### config.mk
export PLATFORM = sky130hd
export DESIGN_NAME = piso_serializer_flat
export DESIGN_NICKNAME = d
export VERILOG_FILES = /design/src/rtl/piso_if.sv /design/src/rtl/piso_serializer.sv /design/src/flat_wrapper.sv
export SDC_FILE = /design/constraint.sdc
export NUM_CORES = 1
export LEC_CHECK = 0
export BUFFER_PORTS_ARGS = -buffer_cell sky130_fd_sc_hd__buf_2
export CAP_MARGIN = 5
export CELL_PAD_IN_SITES_DETAIL_PLACEMENT = 0
export CELL_PAD_IN_SITES_GLOBAL_PLACEMENT = 1
export CORE_MARGIN = 5
export CORE_UTILIZATION = 34
export CTS_CLUSTER_SIZE = 12
export DETAILED_ROUTE_END_ITERATION = 8
export PLACE_DENSITY_LB_ADDON = 0.1
export RECOVER_POWER = 25
export SLEW_MARGIN = 20
export SYNTH_ARGS = -nofsm -noshare
export SYNTH_HDL_FRONTEND = slang
export SYNTH_SLANG_ARGS = --single-unit
export TNS_END_PERCENT = 20
### constraint.sdc
create_clock -name clk -period 1.65 [get_ports clk]
set_clock_uncertainty 0.15 [all_clocks]
set_input_delay 0.33 -clock clk [delete_from_list [all_inputs] [get_ports clk]]
set_output_delay 0.33 -clock clk [all_outputs]
set_load 0.01 [all_outputs]
### src/rtl/piso_if.sv
// Load handshake and serial-output bundle for piso_serializer.
// master = word producer / bit consumer, slave = serializer.
interface piso_if #(
    parameter int unsigned WIDTH = 8
);
    logic             load_valid;
    logic             load_ready;
    logic [WIDTH-1:0] pi;
    logic             shift_en;
    logic             so;
    logic             so_valid;
    logic             so_last;
    logic             busy;

    modport master (
        output load_valid, pi, shift_en,
        input  load_ready, so, so_valid, so_last, busy
    );

    modport slave (
        input  load_valid, pi, shift_en,
        output load_ready, so, so_valid, so_last, busy
    );
endinterface

### src/rtl/piso_serializer.sv
// Parallel-in/serial-out serializer: WIDTH-bit word in via valid/ready,
// one bit out per enabled clock, MSB- or LSB-first, gapless back-to-back frames.
module piso_serializer #(
    parameter int unsigned WIDTH     = 8,
    parameter bit          LSB_FIRST = 1'b0
) (
    input  logic clk,
    input  logic rst,
    piso_if.slave bus
);
    localparam int unsigned CW = $clog2(WIDTH + 1);

    typedef enum logic {IDLE = 1'b0, SHIFT = 1'b1} state_t;

    state_t           state, state_nx;
    logic [WIDTH-1:0] sreg, sreg_nx;
    logic [CW-1:0]    cnt, cnt_nx;
    logic             so_q, so_nx;
    logic             last_q, last_nx;
    logic             load_ready_c;
    logic             load_acc;
    logic             consume;

    // State register; reset wins over load and shift.
    always_ff @(posedge clk) begin
        if (rst) begin
            state  <= IDLE;
            sreg   <= '0;
            cnt    <= '0;
            so_q   <= 1'b0;
            last_q <= 1'b0;
        end else begin
            state  <= state_nx;
            sreg   <= sreg_nx;
            cnt    <= cnt_nx;
            so_q   <= so_nx;
            last_q <= last_nx;
        end
    end

    // Next-state: a load on the last-bit edge takes priority, keeping the stream gapless.
    always_comb begin
        state_nx     = state;
        sreg_nx      = sreg;
        cnt_nx       = cnt;
        so_nx        = so_q;
        load_ready_c = (cnt == '0) || ((cnt == CW'(1)) && bus.shift_en);
        load_acc     = bus.load_valid && load_ready_c;
        consume      = (state == SHIFT) && bus.shift_en;

        if (load_acc) begin
            state_nx = SHIFT;
            sreg_nx  = bus.pi;
            cnt_nx   = CW'(WIDTH);
            so_nx    = LSB_FIRST ? bus.pi[0] : bus.pi[WIDTH-1];
        end else if (consume) begin
            cnt_nx  = cnt - CW'(1);
            sreg_nx = LSB_FIRST ? (sreg >> 1) : (sreg << 1);
            so_nx   = LSB_FIRST ? sreg_nx[0] : sreg_nx[WIDTH-1];
            if (cnt == CW'(1)) begin
                state_nx = IDLE;
                so_nx    = 1'b0;
            end
        end

        // Registered copy of so_valid & (cnt == 1), computed from next values.
        last_nx = (state_nx == SHIFT) && (cnt_nx == CW'(1));
    end

    assign bus.load_ready = load_ready_c;
    assign bus.so         = so_q;
    assign bus.so_valid   = (state == SHIFT);
    assign bus.busy       = (state == SHIFT);
    assign bus.so_last    = last_q;
endmodule

### src/flat_wrapper.sv
// flat-port wrapper written by rule: the top's interface ports become plain ports
module piso_serializer_flat 
#(
    parameter int unsigned WIDTH     = 8,
    parameter bit          LSB_FIRST = 1'b0
)
  (clk, rst, bus_load_valid, bus_pi, bus_shift_en, bus_load_ready, bus_so, bus_so_valid, bus_so_last, bus_busy);
  piso_if #(.WIDTH(WIDTH)) bus_i ();
  input  logic clk;
  input  logic rst;
  input wire logic [$bits(bus_i.load_valid)-1:0] bus_load_valid;
  input wire logic [$bits(bus_i.pi)-1:0] bus_pi;
  input wire logic [$bits(bus_i.shift_en)-1:0] bus_shift_en;
  output wire logic [$bits(bus_i.load_ready)-1:0] bus_load_ready;
  output wire logic [$bits(bus_i.so)-1:0] bus_so;
  output wire logic [$bits(bus_i.so_valid)-1:0] bus_so_valid;
  output wire logic [$bits(bus_i.so_last)-1:0] bus_so_last;
  output wire logic [$bits(bus_i.busy)-1:0] bus_busy;
  assign bus_i.load_valid = bus_load_valid;
  assign bus_i.pi = bus_pi;
  assign bus_i.shift_en = bus_shift_en;
  assign bus_load_ready = bus_i.load_ready;
  assign bus_so = bus_i.so;
  assign bus_so_valid = bus_i.so_valid;
  assign bus_so_last = bus_i.so_last;
  assign bus_busy = bus_i.busy;
  piso_serializer #(.WIDTH(WIDTH), .LSB_FIRST(LSB_FIRST)) u_core (.clk(clk), .rst(rst), .bus(bus_i));
endmodule
# After elaboration in Yosys (flattened, before gate mapping)

Index checks and enable logic that the tools add are counted.

Bits of input ports: 12
Word-level logic and storage cells: 25
Output and inout bits: 5
Bits in registers: 14

Multiplexer cells: 10
Add/subtract/negate cells: 1
Reductions and logical operators: 7
Eq/ne operators: 2

Operators by type and width:

| cell                                                               | number |
|---|---|
| 7-bit two-way mux                                                  | 2 |
| 4-bit by 1-bit == test with 1-bit output, second input constant    | 2 |
| 4-bit two-way mux                                                  | 2 |
| 1-bit two-way mux                                                  | 6 |
| 1-bit logical AND                                                  | 4 |
| 4-bit zero test                                                    | 1 |
| 4-bit by 1-bit subtractor with 4-bit output, second input constant | 1 |
| 2-bit nonzero test                                                 | 1 |
| 1-bit logical OR                                                   | 1 |

# Depth between registers and ports, before layout

Gate-level depths: netlist of run 1.

Depth in word-level cells: 7
Gate-level depth with buffers: 6
Mapped depth without buffers: 5

# Worst setup path after synthesis of run 1

Ideal clock, no wire load.

Path type: reg-to-reg
Start: register u_core.cnt[2]
End: register u_core.sreg[0]
Period minus slack after synthesis: 1597 ps
Path slack: 53 ps
Data required time: 1430 ps
Stages on the path, launching flop included: 6
Setup time: 70 ps
Data arrival time: 1376 ps
Buffers on the path: 2
Cells stage by stage: dfxtp_1 -> buf_6 -> or3b_4 -> buf_6 -> or3b_1 -> a21oi_1

Cells in the longest elaborated chain, start to end: 5
Elaborated cells on any way between the ends: 7
Classes of those cells: eq/ne: 1; mux: 1; reduce/logical: 5

Ends and longest elaborated chain:

| item                                                    | RTL line              | text |
|---|---|---|
| from (decl)                                             | piso_serializer.sv:17 | `logic [CW-1:0] cnt, cnt_nx;` |
| from (signal assigned)                                  | piso_serializer.sv:35 | `cnt <= cnt_nx;` |
| 4-bit by 1-bit == test with 1-bit output                | piso_serializer.sv:47 | `load_ready_c = (cnt == '0) \|\| ((cnt == CW'(1)) && bus.shift_en);` |
| 1-bit logical AND                                       | piso_serializer.sv:47 |  |
| 1-bit logical OR *                                      | piso_serializer.sv:47 |  |
| 1-bit logical AND *                                     | piso_serializer.sv:48 | `load_acc = bus.load_valid && load_ready_c;` |
| 7-bit two-way mux or 2-bit nonzero test (tied branches) | n/a                   |  |
| to (signal assigned)                                    | piso_serializer.sv:34 | `sreg <= sreg_nx;` |
| to (decl)                                               | piso_serializer.sv:16 | `logic [WIDTH-1:0] sreg, sreg_nx;` |

Every way passes the cells marked *; elsewhere a longest branch is shown, timed or not.
A chain may end at the register's enable or synchronous reset.

# Worst setup path in the final report of run 1

Start: register u_core.cnt[1]
End: output port bus_load_ready

Cells in the longest elaborated chain, start to end: 3
Elaborated cells on any way between the ends: 4
Classes of those cells: eq/ne: 1; reduce/logical: 3

Ends and longest elaborated chain:

| item                                     | RTL line              | text |
|---|---|---|
| 4-bit by 1-bit == test with 1-bit output | piso_serializer.sv:47 |  |
| 1-bit logical AND                        | piso_serializer.sv:47 |  |
| 1-bit logical OR *                       | piso_serializer.sv:47 |  |
| to (decl)                                | flat_wrapper.sv:14    | `output wire logic [$bits(bus_i.load_ready)-1:0] bus_load_ready;` |

Marks and branches as above.

==> impl_metrics.tcl, run 1 <==
set metrics [dict create \
    antenna_cells 0 \
    num_vias 865 \
    ios 17 \
    period_share 1.09 \
    arrival_ns 1.31 \
    n_fill_cell 216 \
    ys_seq_area_frac 0.368 \
    path_max_fanout 3 \
    regArea_um2 287 \
    hold_class "primary input to flip-flop" \
    design.die.area_mm2 0.00329 \
    hold_viol_final 0 \
    grt_overflow 0 \
    multi_input_area_um2 528 \
    fmax_mhz 558 \
    maxCapViolations 0 \
    viasPerCell 5.41 \
    core_area_mm2 0.00217 \
    setup.worst_path.end_class "primary output" \
    yosysTopAreaCell "dfxtp_1" \
    fin_area_mm2 0.00122 \
    final_layout_size_suffix_gt1_frac 0.561 \
    status "finished with violations" \
    placed_area_um2 980 \
    slew_viol_final 0 \
    tightestPinTransition_ns 0.447 \
    ant_nets 0 \
    dp.final_hpwl_mm 1.61 \
    power.density_mw_per_mm2 877 \
    total_power_mw 1.07 \
    worst_setup_path_start_kind "flip-flop" \
    cts_made_buffers 3 \
    leakagePower_nw 0.516 \
    clockRootBuffer "clkbuf_4" \
    die_w_um 57.3 \
    yosys_warnings 0 \
    slew_headroom 0.700 \
    cp_data_required_time_ns 1.17 \
    violations "setup timing" \
    gp_congestion 0.721 \
    layout.nets 148 \
    clkSinkCount 14 \
    drcViolationCount 0 \
    clkSlewWorstSetupHoldPaths_ns 0.09 \
    fin_ws_ns -0.143 \
    syn_to_final_growth_pct 60.8 \
    rows 17 \
    die_y_um 57.3 \
    clk_path_buf_depth 2 \
    synth_nets 106 \
    dr.pass1.iters 5 \
    hold_buffers 0 \
    syn-cell-area_um2 762 \
    grt_start_max_net_pins 13 \
    synth.distinct_cells 32 \
    synth_top_area_share 0.368 \
    cts_tree "done" \
    antenna_found_initial 0 \
    start_util 0.351 \
    crit_type "flip-flop to primary output" \
    post-route-min-period_ns 1.79 \
    cts.htree.levels 1 \
    grt_pass1_vias 910 \
    synth_cells 91 \
    clock_latency_ns 0.30 \
    wl_per_cell_um 14.4 \
    io_buffers 16 \
    setup_viol 10 \
    synth_area_per_cell_um2 8.37 \
    track_usage 0.158 \
    ir_drop_uv 402 \
    synth_seq_cells 14 \
    fin_util 0.565 \
    rsz0062_at_grt "true" \
    synth_area_leaders "dfxtp_1, a311oi_1, nor3_1" \
    drt_iter0_drc 20 \
    routed_wl_mm 2.30 \
    grt_pass1_wl_mm 3.96 \
]
==> logic make-up after synthesis <==
group	synth area share
adders and majority gates	0.0493
and+or+nand+nor	0.278
AOI/OAI and AO/OA	0.186
buffers and inverters	0.0969
DFF	0.368
xor gates and xnor gates	0.0230
==> worst max-delay path: stages, from the launching register on <==
cell	delay (ns)
dfxtp_2	0.36
inv_4	0.05
ha_4	0.16
a21oi_4	0.14
buf_6	0.13
nor3_4	0.03
buf_2	0.13
==> registers in the layout (all words and copies together), names as in the netlist <==
name	flops
u_core.bus.so_last	1
u_core.bus.busy	1
u_core.cnt	4
u_core.bus.so	1
u_core.sreg	7
==> power by group <==
group,switching (mW),internal (mW),total [mW]
clock,0.128,0.135,0.263
sequential,0.0300,0.379,0.409
combinational,0.189,0.212,0.402
==> final cells by class <==
type | count | share of cell area
multi-input cells | 63 | 0.431
repair buffers | 46 | 0.257
flip-flops and latches | 14 | 0.234
clock buffers | 4 | 0.0296
well taps | 28 | 0.0286
inverters | 5 | 0.0194
==> per-layer routing <==
layer	global-route usage	vias up	routed length [um]
met5	0	-	0
met4	0.0993	0	67
met3	0.0317	8	131
met2	0.263	22	1110
met1	0.182	418	986
li1	-	417	-
==> synthesized netlist by cell type (all sizes together) <==
| cell | number |
|---|---|
| o211ai | 1 |
| xnor2 | 1 |
| and2 | 1 |
| and3b | 1 |
| and3 | 1 |
| nor3 | 9 |
| nand4 | 1 |
| nand3 | 8 |
| o221ai | 1 |
| clkbuf | 4 |
| buf | 5 |
| a21boi | 1 |
| o31ai | 1 |
| or3 | 2 |
| o21ai | 2 |
| a31oi | 1 |
| a311oi | 7 |
| or2 | 1 |
| or3b | 3 |
| ha | 3 |
| nand2 | 9 |
| nor4b | 1 |
| dfxtp | 14 |
| nor2 | 2 |
| inv | 5 |
| a2111oi | 2 |
| xor2 | 1 |
| a21oi | 3 |
==> layout by cell type, fill, tap and decap left out, types with 2 or more instances in the layout <==
cell,instances
nand3_1,8
ha_4,2
dfxtp_2,2
buf_2,15
a311oi_2,6
nand2_1,9
dfxtp_1,11
clkbuf_4,3
nor2_1,2
nor3_1,6
or3_1,2
inv_4,2
buf_4,27
buf_6,3
inv_1,3
nor3_2,2
or3b_4,2
==> path summary, 6_finish.rpt <==
path | startpoint | end | slack [ns] | depth (start not counted)
worst max-delay path | u_core.cnt[1] | bus_load_ready | -0.14 | 6
worst min-delay path | rst | u_core.bus.so_last | 0.17 | 4
worst max register to register | u_core.cnt[1] | u_core.sreg[4] | -0.12 | 8
worst min register to register | u_core.sreg[0] | u_core.sreg[0] | 0.35 | 2
==> through the flow <==
step | instances | hold WS [ns] | setup WS (ns) | TNS [ns]
floorplan | 91 | 0.252 | 0.0532 | 0
global placement | 147 | 0.320 | -0.0435 | -0.159
detailed placement | 147 | 0.333 | -0.105 | -0.381
CTS | 158 | 0.167 | -0.139 | -0.691
global route | 160 | 0.202 | -0.186 | -1.16
finish | 160 | 0.173 | -0.143 | -0.596
==> repair_timing <==
action                                 4_1_cts  5_1_grt
gates resized for setup                     19       18
pin swaps                                    2        8
setup endpoints to repair                    8       15
endpoints found under the hold margin        0        0
setup buffers                                7        2
(Power assumes the default switching activity.)
==> inputs of run 2 (changes only) <==
- ABC_AREA: default -> 1
- CORE_UTILIZATION: 34 -> 33
==> impl_metrics.tcl, run 2 <==
set metrics [dict create \
    status "completed" \
    die_y_um 59.2 \
    clk_path_buf_depth 2 \
    num_vias 754 \
    slew_headroom 0.817 \
    cts_made_buffers 3 \
    start_util 0.355 \
    dp.final_hpwl_mm 1.32 \
    io_buffers 16 \
    leakagePower_nw 0.498 \
    syn_to_final_growth_pct 28.0 \
    ant_nets 0 \
    clockRootBuffer "clkbuf_4" \
    layout_common_cells "nand2_1, nand3_1, inv_1" \
    ys_top_cells_by_count "nand2_1, nand3_1, inv_1, dfxtp_1, a21oi_1" \
    ys.flop_type "dfxtp_1" \
    drcViolationCount 0 \
    antenna_found_initial 0 \
    cts_tree "done" \
    yosysTopAreaCell "dfxtp_1" \
    grt_start_max_net_pins 19 \
    crit_type "flip-flop to primary output" \
    grt_overflow 0 \
    die_w_um 59.2 \
    worst_setup_path_start_kind "flip-flop" \
    fin_ws_ns 0.0444 \
    post-route-min-period_ns 1.61 \
    setup_viol 0 \
    placed_cells 157 \
    antenna_cells 0 \
    dpl_worst_slack_ns 0.0680 \
    ir_drop_uv 437 \
    mostFrequentLayoutCell "nand2_1" \
    final_layout_size_suffix_gt1_frac 0.299 \
    synth-edff-count 0 \
    grt_pass1_vias 724 \
    synth_seq_cells 14 \
    fmax_mhz 623 \
    routed_wl_mm 1.83 \
    period_share 0.973 \
    clock_latency_ns 0.28 \
    clkSinkCount 14 \
    synth_cells 115 \
    power.density_mw_per_mm2 983 \
    largest_reg_flops 7 \
    instances_no_fill 165 \
    tightestPinTransition_ns 0.275 \
    wl_per_cell_um 11.1 \
    track_usage 0.113 \
    synth_area_leaders "dfxtp_1, nand2_1, nand3_1" \
    drt_iter0_drc 11 \
    synth_area_per_cell_um2 6.95 \
    slew_viol_final 0 \
    synth_most_common_cell "nand2_1" \
    ys_seq_area_frac 0.351 \
    maxCapViolations 0 \
    layout.nets 153 \
    rows 17 \
    yosys_warnings 0 \
    design.die.area_mm2 0.00351 \
    viasPerCell 4.57 \
    top_regs "u_core.sreg (7), u_core.cnt (4)" \
    cp_data_required_time_ns 1.17 \
    holdWs_ns 0.146 \
    synth.distinct_cells 24 \
    hold_class "primary input to flip-flop" \
    ios 17 \
    grt_pass1_wl_mm 3.00 \
    synth_top_area_share 0.351 \
    setup.worst_path.end_class "primary output" \
    dr.pass1.iters 4 \
    syn-cell-area_um2 800 \
    core_area_mm2 0.00225 \
    gp_congestion 0.690 \
    arrival_ns 1.13 \
    clkSlewWorstSetupHoldPaths_ns 0.09 \
    synth_nets 130 \
    cts.htree.levels 1 \
    regMostFlops "u_core.sreg" \
    hold_viol_final 0 \
    path_max_fanout 3 \
    postSynth.asyncResetShare 0 \
]
-- run 2: area by class of cell --
class	count	area, um^2
fillers	267	1230
multi-input cells	78	458
inverters	18	73.8
well taps	28	35.0
repair buffers	23	134
flip-flops and latches	14	287
clock buffers	4	36.3
-- run 2: report_power, final --
group / internal (mW) / leakage (nW) / switching, mW / total [mW]
Sequential: 0.381 / 0.117 / 0.0327 / 0.414
Combinational: 0.142 / 0.360 / 0.198 / 0.340
Clock: 0.134 / 0.0210 / 0.117 / 0.252
Total: 0.658 / 0.498 / 0.348 / 1.01
-- run 2: final timing paths --
path	slack [ns]	startpoint	depth (start not counted)	endpoint
max	0.04	u_core.cnt[1]	5	bus_load_ready
min reg2reg	0.34	u_core.sreg[0]	2	u_core.sreg[0]
max reg2reg	0.10	u_core.cnt[1]	9	u_core.bus.so_last
min	0.15	bus_pi[0]	3	u_core.sreg[0]
-- run 2: worst max-delay path: stages (launching register included) --
cell,delay (ns)
dfxtp_2,0.34
inv_4,0.07
ha_4,0.13
nand3_2,0.11
nand2_4,0.10
buf_6,0.10
-- run 2: stage by stage --
| stage | TNS (ns) | total power [mW] | area [um^2] | utilization |
|---|---|---|---|---|
| after global placement | 0 | 0.706 | 898 | 0.398 |
| after CTS | 0 | 0.993 | 993 | 0.441 |
| final | 0 | 1.01 | 1020 | 0.454 |
| after floorplan | 0 | 0.636 | 800 | - |
| after detailed placement | 0 | 0.707 | 898 | 0.398 |
| after global routing | -0.00494 | 1.08 | 1020 | 0.454 |
-- run 2: cells by family (layout without fill, tap and decap cells) --
group           count (synthesis)  count (layout)  synth area share
compound gates                 11              11            0.0751
xor+xnor                        1               1            0.0110
fa+ha+maj                       3               3            0.0470
buf+inv                        23              45             0.135
flops                          14              14             0.351
simple gates                   63              63             0.382
-- run 2: layer usage --
layer	global-route usage	up-vias	share of wire
met2	0.183	10	0.47
met3	0.0240	2	0.036
met5	0	-	0
met4	0.0485	0	0.0098
met1	0.142	336	0.48
li1	-	406	-
-- run 2: what timing repair did --
item,CTS,global route
resized for setup,10,7
buffers inserted,4,0
setup endpoints to repair,1,12
pin swaps,1,2
hold buffers,0,0
